==> src/rtl/i2c_target_regs.sv <==
// I2C target (slave) exposing a byte-addressed register bank.
//   system_clock  : sole clock; SCL/SDA are oversampled on it
//   reset         : synchronous, active-high
//   scl_i, sda_i  : bus lines as seen on the wire (asynchronous)
//   sda_oe        : 1 pulls SDA low (open drain), 0 releases
//   scl_oe        : always 0, no clock stretching
//   wr_strobe     : one-cycle pulse when a data byte is committed
//   wr_index      : register index of the committed byte
//   wr_data       : committed byte value
//   busy          : high from a START until STOP or reset
// Write: START, addr+W, pointer byte, data bytes..., STOP.
// Read : [pointer write], (Sr|START), addr+R, data bytes with ACK, last byte NACK, STOP.
module i2c_target_regs #(
  parameter logic [6:0]  TARGET_ADDR = 7'h50,
  parameter int unsigned DEPTH       = 8,
  localparam int unsigned PTR_W      = $clog2(DEPTH)
) (
  input  logic             system_clock,
  input  logic             reset,
  input  logic             scl_i,
  input  logic             sda_i,
  output logic             sda_oe,
  output logic             scl_oe,
  output logic             wr_strobe,
  output logic [PTR_W-1:0] wr_index,
  output logic [7:0]       wr_data,
  output logic             busy
);

  typedef enum logic [3:0] {
    StIdle, StAddr, StAddrAck, StWrPtr, StWrData, StWrAck, StRdData, StRdAck, StIgnore
  } state_e;

  state_e           state_q, state_d;
  logic             scl_s1_q, scl_s2_q, scl_prev_q;
  logic             sda_s1_q, sda_s2_q, sda_prev_q;
  logic [2:0]       cnt_q, cnt_d;
  logic [6:0]       shift_q, shift_d;
  logic [6:0]       tx_q, tx_d;
  logic [PTR_W-1:0] ptr_q, ptr_d;
  logic             rw_q, rw_d;
  // Second half of an ACK slot (ADDR_ACK / WR_ACK) or ACK seen (RD_ACK)
  logic             ack_on_q, ack_on_d;
  logic             sda_oe_q, sda_oe_d;
  logic             wr_strobe_q, wr_strobe_d;
  logic [PTR_W-1:0] wr_index_q, wr_index_d;
  logic [7:0]       wr_data_q, wr_data_d;
  logic             reg_we;
  logic [7:0]       regs_q [DEPTH];

  logic       scl_rise, scl_fall, start_det, stop_det;
  logic [7:0] rx_byte;

  assign scl_rise  = scl_s2_q & ~scl_prev_q;
  assign scl_fall  = ~scl_s2_q & scl_prev_q;
  assign start_det = scl_s2_q & scl_prev_q & sda_prev_q & ~sda_s2_q;
  assign stop_det  = scl_s2_q & scl_prev_q & ~sda_prev_q & sda_s2_q;
  // Byte as it will stand once the bit on this SCL rise is shifted in
  assign rx_byte   = {shift_q, sda_s2_q};

  always_ff @(posedge system_clock) begin
    if (reset) begin
      scl_s1_q    <= 1'b1;
      scl_s2_q    <= 1'b1;
      scl_prev_q  <= 1'b1;
      sda_s1_q    <= 1'b1;
      sda_s2_q    <= 1'b1;
      sda_prev_q  <= 1'b1;
      state_q     <= StIdle;
      cnt_q       <= '0;
      shift_q     <= '0;
      tx_q        <= '0;
      ptr_q       <= '0;
      rw_q        <= 1'b0;
      ack_on_q    <= 1'b0;
      sda_oe_q    <= 1'b0;
      wr_strobe_q <= 1'b0;
      wr_index_q  <= '0;
      wr_data_q   <= '0;
      for (int unsigned i = 0; i < DEPTH; i++) regs_q[i] <= 8'h00;
    end else begin
      scl_s1_q    <= scl_i;
      scl_s2_q    <= scl_s1_q;
      scl_prev_q  <= scl_s2_q;
      sda_s1_q    <= sda_i;
      sda_s2_q    <= sda_s1_q;
      sda_prev_q  <= sda_s2_q;
      state_q     <= state_d;
      cnt_q       <= cnt_d;
      shift_q     <= shift_d;
      tx_q        <= tx_d;
      ptr_q       <= ptr_d;
      rw_q        <= rw_d;
      ack_on_q    <= ack_on_d;
      sda_oe_q    <= sda_oe_d;
      wr_strobe_q <= wr_strobe_d;
      wr_index_q  <= wr_index_d;
      wr_data_q   <= wr_data_d;
      if (reg_we) regs_q[ptr_q] <= rx_byte;
    end
  end

  always_comb begin
    state_d     = state_q;
    cnt_d       = cnt_q;
    shift_d     = shift_q;
    tx_d        = tx_q;
    ptr_d       = ptr_q;
    rw_d        = rw_q;
    ack_on_d    = ack_on_q;
    sda_oe_d    = sda_oe_q;
    wr_strobe_d = 1'b0;
    wr_index_d  = wr_index_q;
    wr_data_d   = wr_data_q;
    reg_we      = 1'b0;
    if (start_det) begin
      state_d  = StAddr;
      cnt_d    = '0;
      ack_on_d = 1'b0;
      sda_oe_d = 1'b0;
    end else if (stop_det) begin
      state_d  = StIdle;
      ack_on_d = 1'b0;
      sda_oe_d = 1'b0;
    end else begin
      case (state_q)
        StAddr, StWrPtr, StWrData: begin
          if (scl_rise) begin
            shift_d = rx_byte[6:0];
            cnt_d   = cnt_q + 3'd1;
            if (cnt_q == 3'd7) begin
              ack_on_d = 1'b0;
              if (state_q == StAddr) begin
                rw_d    = rx_byte[0];
                state_d = (rx_byte[7:1] == TARGET_ADDR) ? StAddrAck : StIgnore;
              end else if (state_q == StWrPtr) begin
                ptr_d   = rx_byte[PTR_W-1:0];
                state_d = StWrAck;
              end else begin
                reg_we      = 1'b1;
                wr_strobe_d = 1'b1;
                wr_index_d  = ptr_q;
                wr_data_d   = rx_byte;
                ptr_d       = ptr_q + PTR_W'(1);
                state_d     = StWrAck;
              end
            end
          end
        end
        StAddrAck, StWrAck: begin
          if (scl_fall) begin
            if (!ack_on_q) begin
              sda_oe_d = 1'b1;
              ack_on_d = 1'b1;
            end else begin
              sda_oe_d = 1'b0;
              ack_on_d = 1'b0;
              cnt_d    = '0;
              if (state_q == StWrAck) begin
                state_d = StWrData;
              end else if (rw_q) begin
                // Bit 7 goes out on the same fall that ends the ACK
                tx_d     = regs_q[ptr_q][6:0];
                sda_oe_d = ~regs_q[ptr_q][7];
                state_d  = StRdData;
              end else begin
                state_d = StWrPtr;
              end
            end
          end
        end
        StRdData: begin
          if (scl_fall) begin
            cnt_d = cnt_q + 3'd1;
            if (cnt_q == 3'd7) begin
              sda_oe_d = 1'b0;
              ack_on_d = 1'b0;
              state_d  = StRdAck;
            end else begin
              sda_oe_d = ~tx_q[6];
              tx_d     = {tx_q[5:0], 1'b0};
            end
          end
        end
        StRdAck: begin
          if (scl_rise && !ack_on_q) begin
            ptr_d = ptr_q + PTR_W'(1);
            if (sda_s2_q) state_d = StIgnore;
            else          ack_on_d = 1'b1;
          end else if (scl_fall && ack_on_q) begin
            tx_d     = regs_q[ptr_q][6:0];
            sda_oe_d = ~regs_q[ptr_q][7];
            cnt_d    = '0;
            ack_on_d = 1'b0;
            state_d  = StRdData;
          end
        end
        default: ;
      endcase
    end
  end

  always_comb begin
    busy      = (state_q != StIdle);
    scl_oe    = 1'b0;
    sda_oe    = sda_oe_q;
    wr_strobe = wr_strobe_q;
    wr_index  = wr_index_q;
    wr_data   = wr_data_q;
  end

endmodule
==> config.mk <==
export PLATFORM = sky130hd
export DESIGN_NAME = i2c_target_regs
export DESIGN_NICKNAME = d
export VERILOG_FILES = /design/src/rtl/i2c_target_regs.sv
export SDC_FILE = /design/constraint.sdc
export NUM_CORES = 1
export LEC_CHECK = 0
export CAP_MARGIN = 40
export CORE_MARGIN = 5
export CORE_UTILIZATION = 60
export CTS_CLUSTER_SIZE = 28
export DETAILED_ROUTE_END_ITERATION = 10
export DONT_BUFFER_PORTS = 1
export GPL_TIMING_DRIVEN = 0
export HOLD_SLACK_MARGIN = 0.12
export PLACE_DENSITY = 0.79
export SYNTH_ARGS = -nofsm -noshare
export SYNTH_HDL_FRONTEND = slang
export SYNTH_SLANG_ARGS = --single-unit
export TNS_END_PERCENT = 30
==> constraint.sdc <==
create_clock -name system_clock -period 3.7 [get_ports system_clock]
set_input_delay 0.74 -clock system_clock [delete_from_list [all_inputs] [get_ports system_clock]]
set_output_delay 0.74 -clock system_clock [all_outputs]
set_load 0.02 [all_outputs]
; Word level (Yosys, flattened, before mapping)
; Memory sizes are Yosys's and may differ from the RTL's. A register that Yosys moved wholly into a read port is not among the register bits.
; Index checks and enable logic that the tools add are counted.
[word_totals]
regBits = 45
latch_bits = 0
mem_bits_rw = 64
mem_bits_ro = 0
inputBits = 4
output_inout_bits = 15
wordCells = 167
memories = 1
[mem_list]
columns = name, depth, width, rd, rd_clocked_by_memory_dff, write_ports, line_no
row1 = regs_q, 8, 8, 1, 1, 8, 49  ; logic [7:0] regs_q [DEPTH];
[classes]
n_addsub = 2
multipliers = 0
div_mod_pow = 0
n_lt_le_gt_ge = 0
eq_ne = 33
shifts = 0
muxes = 73
n_bitwise = 17
n_reduce_logical = 23
[ops]
columns = op, count
row1 = 7-bit 2-to-1 mux, 8
row2 = 3-bit 2-to-1 mux, 16
row3 = 4-bit 2-to-1 mux, 11
row4 = 1-bit 2-to-1 mux, 31
row5 = 2-bit inequality test (second input constant), 13
row6 = 4-bit inequality test (second input constant), 6
row7 = 7-bit case mux with 3 select lines, 1
row8 = 9-bit AND reduction, 2
row9 = 4-bit by 3-bit == test with 1-bit output (second input constant), 4
row10 = 4-bit case mux with 4 select lines, 1
row11 = 7-bit AND reduction, 2
row12 = 3-bit case mux with 4 select lines, 1
row13 = 6-bit AND reduction, 2
row14 = 11-bit AND reduction, 1
row15 = 5-bit inequality test (second input constant), 2
row16 = 1-bit NOT, 10
row17 = 3-bit inequality test (second input constant), 3
row18 = 4-bit by 2-bit == test with 1-bit output (second input constant), 2
row19 = 8-bit 2-to-1 mux, 1
row20 = 8-bit AND reduction, 1
row21 = 4-bit nonzero test, 2
row22 = 8-bit OR reduction, 1
row23 = 1-bit AND, 7
row24 = 7-bit == test (second input constant), 1
row25 = other kinds (15), 19

; Logic depth before layout (Yosys ltp)
[depth]
depth_word = 13
depth_mapped = 8
mapped_depth_nobuf = 7

; Worst setup path before layout
; No wires, ideal clock.
[synth_path]
kind = register -> register
startpoint = register cnt_q[0]
endpoint = memory regs_q[7][0] (enable)
setup_time_ns = 0.384
t_arrival_ns = 2.160
t_required_ns = 3.316
slack_ns = 1.156
path_stages_with_launch = 7
n_path_buf = 1
synth_period_minus_slack_ns = 2.544
cell_sequence = dfxtp_1 > ha_1 > ha_1 > nand4_2 > or3b_1 > buf_2 > o21ai_0
[synth_rtl]
columns = element, line_no
row1 = from (decl), 37  ; logic [2:0] cnt_q, cnt_d;
row2 = from (signal assigned), 89  ; cnt_q <= cnt_d;
row3 = to (decl), 49

==> impl_metrics.py <==
metrics = {
    "sta": {
        "grt_setup_unrepaired": "no",
        "maxSlewViolCount": 0,
        "setup-violations-final": 0,
        "timing_hold_violations_final": 0,
        "final.min_clock_period_ns": 3.03,
        "timing.fmax_mhz": 330,
        "tns_ns": 0,
        "worst_clock_skew_ns": 0.0153,
        "hold_slack_ns": 0.430,
        "final_min_period_over_clock_period_pct": 82.0,
        "relSlewSlack_pct": 49.5,
        "measured_slew_at_the_worst_slew_check_pin_ns": 0.749,
    },
    "place": {
        "place.port_buffers": 0,
        "placed_cell_area_um2": 5460,
        "post_placement_cell_count": 575,
        "place.gp.congestion": 0.883,
        "final_hpwl_dp_um": 7790,
    },
    "pwr": {
        "power.density_cell_area_nw_per_um2": 378,
        "worst_ir_drop_vdd_v": 0.000243,
        "power_leakage_nw": 2.00,
    },
    "hold_path": {
        "min_from": "sda_s1_q",
        "worstHoldPathType": "reg -> reg",
    },
    "setup_path": {
        "worstReg2RegEnd": "regs_q[3][7]",
        "worst_path_most_repeated_cell": "ha_1",
        "timing.reg2reg.worst_path_depth": 7,
        "first_element_of_the_critical_path": "cnt_q[0]",
        "regToRegStartpoint": "cnt_q[0]",
        "crit_end": "regs_q[3][7]",
        "crit_chain": "ha_1, ha_1, nand4_2, or3b_1, buf_2, o21ai_0, buf_4",
        "critical_path_sink_type": "flop",
        "timing.reg2reg.setup_slack_ns": 0.67,
        "cp_num_cells": 7,
        "cp_slowest_stage_delay_ns": 0.63,
        "critPathRequiredTime_ns": 3.80,
        "critPathArrivalTime_ns": 3.14,
        "library_cell_contributing_the_largest_single_delay_on_the_critical_path": "o21ai_0",
        "path_class": "reg -> reg",
        "cp-start-kind": "flop",
        "critical-path-top-delay-family": "simple AND/OR/NAND/NOR gates",
        "crit_path_max_fanout": 10,
        "critPathBufInv": 2,
    },
    "synthesis": {
        "synthesis.nets": 468,
        "commonest_cells_in_the_netlist": "edfxtp_1, and2_1, nor2_1, dfxtp_1, mux2i_1",
        "yosys_register_bits": 112,
        "synth_edf_count": 64,
        "yosys_warnings": 0,
        "synth.lib_cells_used.distinct": 58,
        "synthesis.area_per_instance_um2": 11.5,
        "synthMostInstantiatedCell": "edfxtp_1",
        "syn_inst": 461,
        "synthTopCellsByArea": "edfxtp_1, dfxtp_1, mux4_2",
        "synth.largest_area_cell": "edfxtp_1",
        "synth_top_flop_cell": "edfxtp_1",
        "sequential_to_total_area_share_from_yosys_stat_pct": 54.5,
        "post-synth-top-area-fraction_pct": 36.3,
        "synth.cell_area_um2": 5290,
        "postSynth.asyncResetShare_pct": 0,
    },
    "finish": {
        "design.final.nets": 485,
        "num-fill-cells": 661,
        "post_route_cells_drive_above_1_share_pct": 14.9,
        "finalNonFillerCells": 591,
        "n_antenna_cell": 0,
        "final_core_util_pct": 65.4,
        "areaGrowthSynthToFinish_pct": 6.74,
        "final_cell_area_um2": 5650,
    },
    "drt": {
        "vias_per_cell": 5.97,
        "routed_wirelength_um": 10700,
        "initialDrtViolationCount": 302,
        "detail_route.drc_violations": 0,
        "drt-pass1-iter-count": 5,
        "routedWlPerCell_um": 18.1,
        "detailroute.via_count": 3530,
        "drtAntennaViolNets": 0,
    },
    "cts": {
        "ctsResizeCount": 0,
        "numClockSinks": 112,
        "clkLatencyLatePin_ns": 0.37,
        "tritoncts": "built",
        "post-cts-setup-buffer-count": 0,
        "cts_htree_levels": 3,
        "postCtsHoldBufs": 0,
        "clock_path_buffers": 2,
        "numCtsBuffers": 9,
        "cts.reportedPaths.clkPinSlew_ns": 0.12,
        "cts_root_buf": "clkbuf_8",
    },
    "floorplanning": {
        "start_util_pct": 61.2,
        "die_y_um": 104,
        "coreArea_um2": 8640,
        "die_x_um": 104,
        "std_cell_rows": 34,
        "io-pin-count": 19,
        "floorplan.die_area_um2": 10800,
    },
    "global_route": {
        "global_route.usage.total_pct": 20.1,
        "grt_start_max_net_pins": 21,
        "globalRoute.totalOverflow": 0,
        "antenna_found_initial": 0,
        "grt_first_pass_wirelength_um": 17500,
        "first_global_vias": 3557,
    },
    "flow_run": {
        "maxCapViolations": 0,
    },
    "outcome": {
        "outcome": "complete, no violations",
    },
}
==> worst reg2reg max path: cells and delay by family (launching register included) <==
| kind | cells | cell delay [ns] |
|---|---|---|
| simple gates | 2 | 0.77 |
| compound gates | 1 | 0.63 |
| fa+ha+maj | 2 | 0.51 |
| flops | 1 | 0.38 |
| buf+inv | 2 | 0.48 |
==> metal layers <==
metal  global-route usage [%]  share of wire (%)  vias up
met1                     27.2                 45     1725
met3                     3.60                4.7       11
li1                         -                  -     1686
met5                        0                  0        -
met4                     5.18               0.80        0
met2                     33.6                 50      108
==> sequential cells by signal (all words and copies together), names as in the netlist, 3 cells and up, named ones only <==
register  count
cnt_q         3
regs_q       64
wr_index      3
shift_q       7
wr_data       8
state_q       4
tx_q          7
ptr_q         3
==> report_power, final <==
| group | switching (mW) | internal [mW] |
|---|---|---|
| clock | 0.434 | 0.259 |
| sequential | 0.00883 | 1.34 |
| combinational | 0.0614 | 0.0315 |
| total | 0.504 | 1.63 |
==> worst min path at each step <==
stage | end | slack [ns] | depth (start not counted)
6_report | sda_s2_q | 0.43 | 1
5_1_grt | sda_s2_q | 0.45 | 1
4_1_cts | sda_s2_q | 0.43 | 1
3_5_place_dp | scl_s2_q | 0.40 | 1
3_3_place_gp | sda_s2_q | 0.39 | 1
2_1_floorplan | scl_s2_q | 0.39 | 1
==> stage by stage <==
stage	power [mW]	setup slack (ns)
floorplan	1.44	1.16
global placement	1.46	0.490
detailed placement	1.47	0.702
CTS	2.13	0.686
global route	2.20	0.575
finish	2.13	0.665
==> layout make-up <==
cell class              count  area (um2)  share of cell area [%]
well taps                 108         135                    2.39
plain buffers              35         156                    2.77
multi-input cells         310        2230                    39.6
repair buffers              6        35.0                   0.621
flip-flops and latches    112        2880                    51.1
inverters                   4        15.0                   0.266
clock buffers               9         124                    2.19
clock inverters             7        62.6                    1.11
==> cells in the final DEF (no fill, tap or decap), types with 3 or more instances in the layout <==
| master | synthesis | final |
|---|---|---|
| mux2i_1 | 29 | 29 |
| clkbuf_1 | 21 | 21 |
| nand2_1 | 17 | 17 |
| and2_1 | 57 | 57 |
| ha_1 | 3 | 3 |
| buf_1 | 3 | 3 |
| nor2_1 | 53 | 53 |
| a21oi_1 | 19 | 19 |
| inv_6 | 0 | 4 |
| o21ai_0 | 14 | 14 |
| nand3_1 | 4 | 4 |
| or2_2 | 7 | 7 |
| inv_1 | 4 | 4 |
| nand3b_1 | 4 | 4 |
| o2bb2ai_1 | 7 | 7 |
| nor2b_1 | 4 | 4 |
| edfxtp_1 | 64 | 64 |
| a211oi_1 | 4 | 4 |
| or3_1 | 3 | 3 |
| nor2_2 | 6 | 6 |
| mux4_2 | 16 | 16 |
| nand2b_1 | 9 | 9 |
| dfxtp_1 | 48 | 48 |
| buf_4 | 2 | 4 |
| nor4_1 | 3 | 3 |
| clkbuf_8 | 0 | 9 |
| nor3_1 | 12 | 12 |
| buf_2 | 7 | 11 |
==> cells by family (layout without fill, tap and decap cells) <==
group                    after synthesis  count (layout)  share of synthesized area [%]
XOR/XNOR                               2               2                          0.331
other                                  1               1                         0.0709
multiplexers                          47              47                           12.7
AND/OR/NAND/NOR                      194             194                           20.2
AO/OA/AOI/OAI                         63              63                           8.23
adder cells (fa/ha/maj)                3               3                          0.710
buffers and inverters                 39              61                           3.24
flip-flops                           112             112                           54.5
Power figures use the tool's default switching activity.
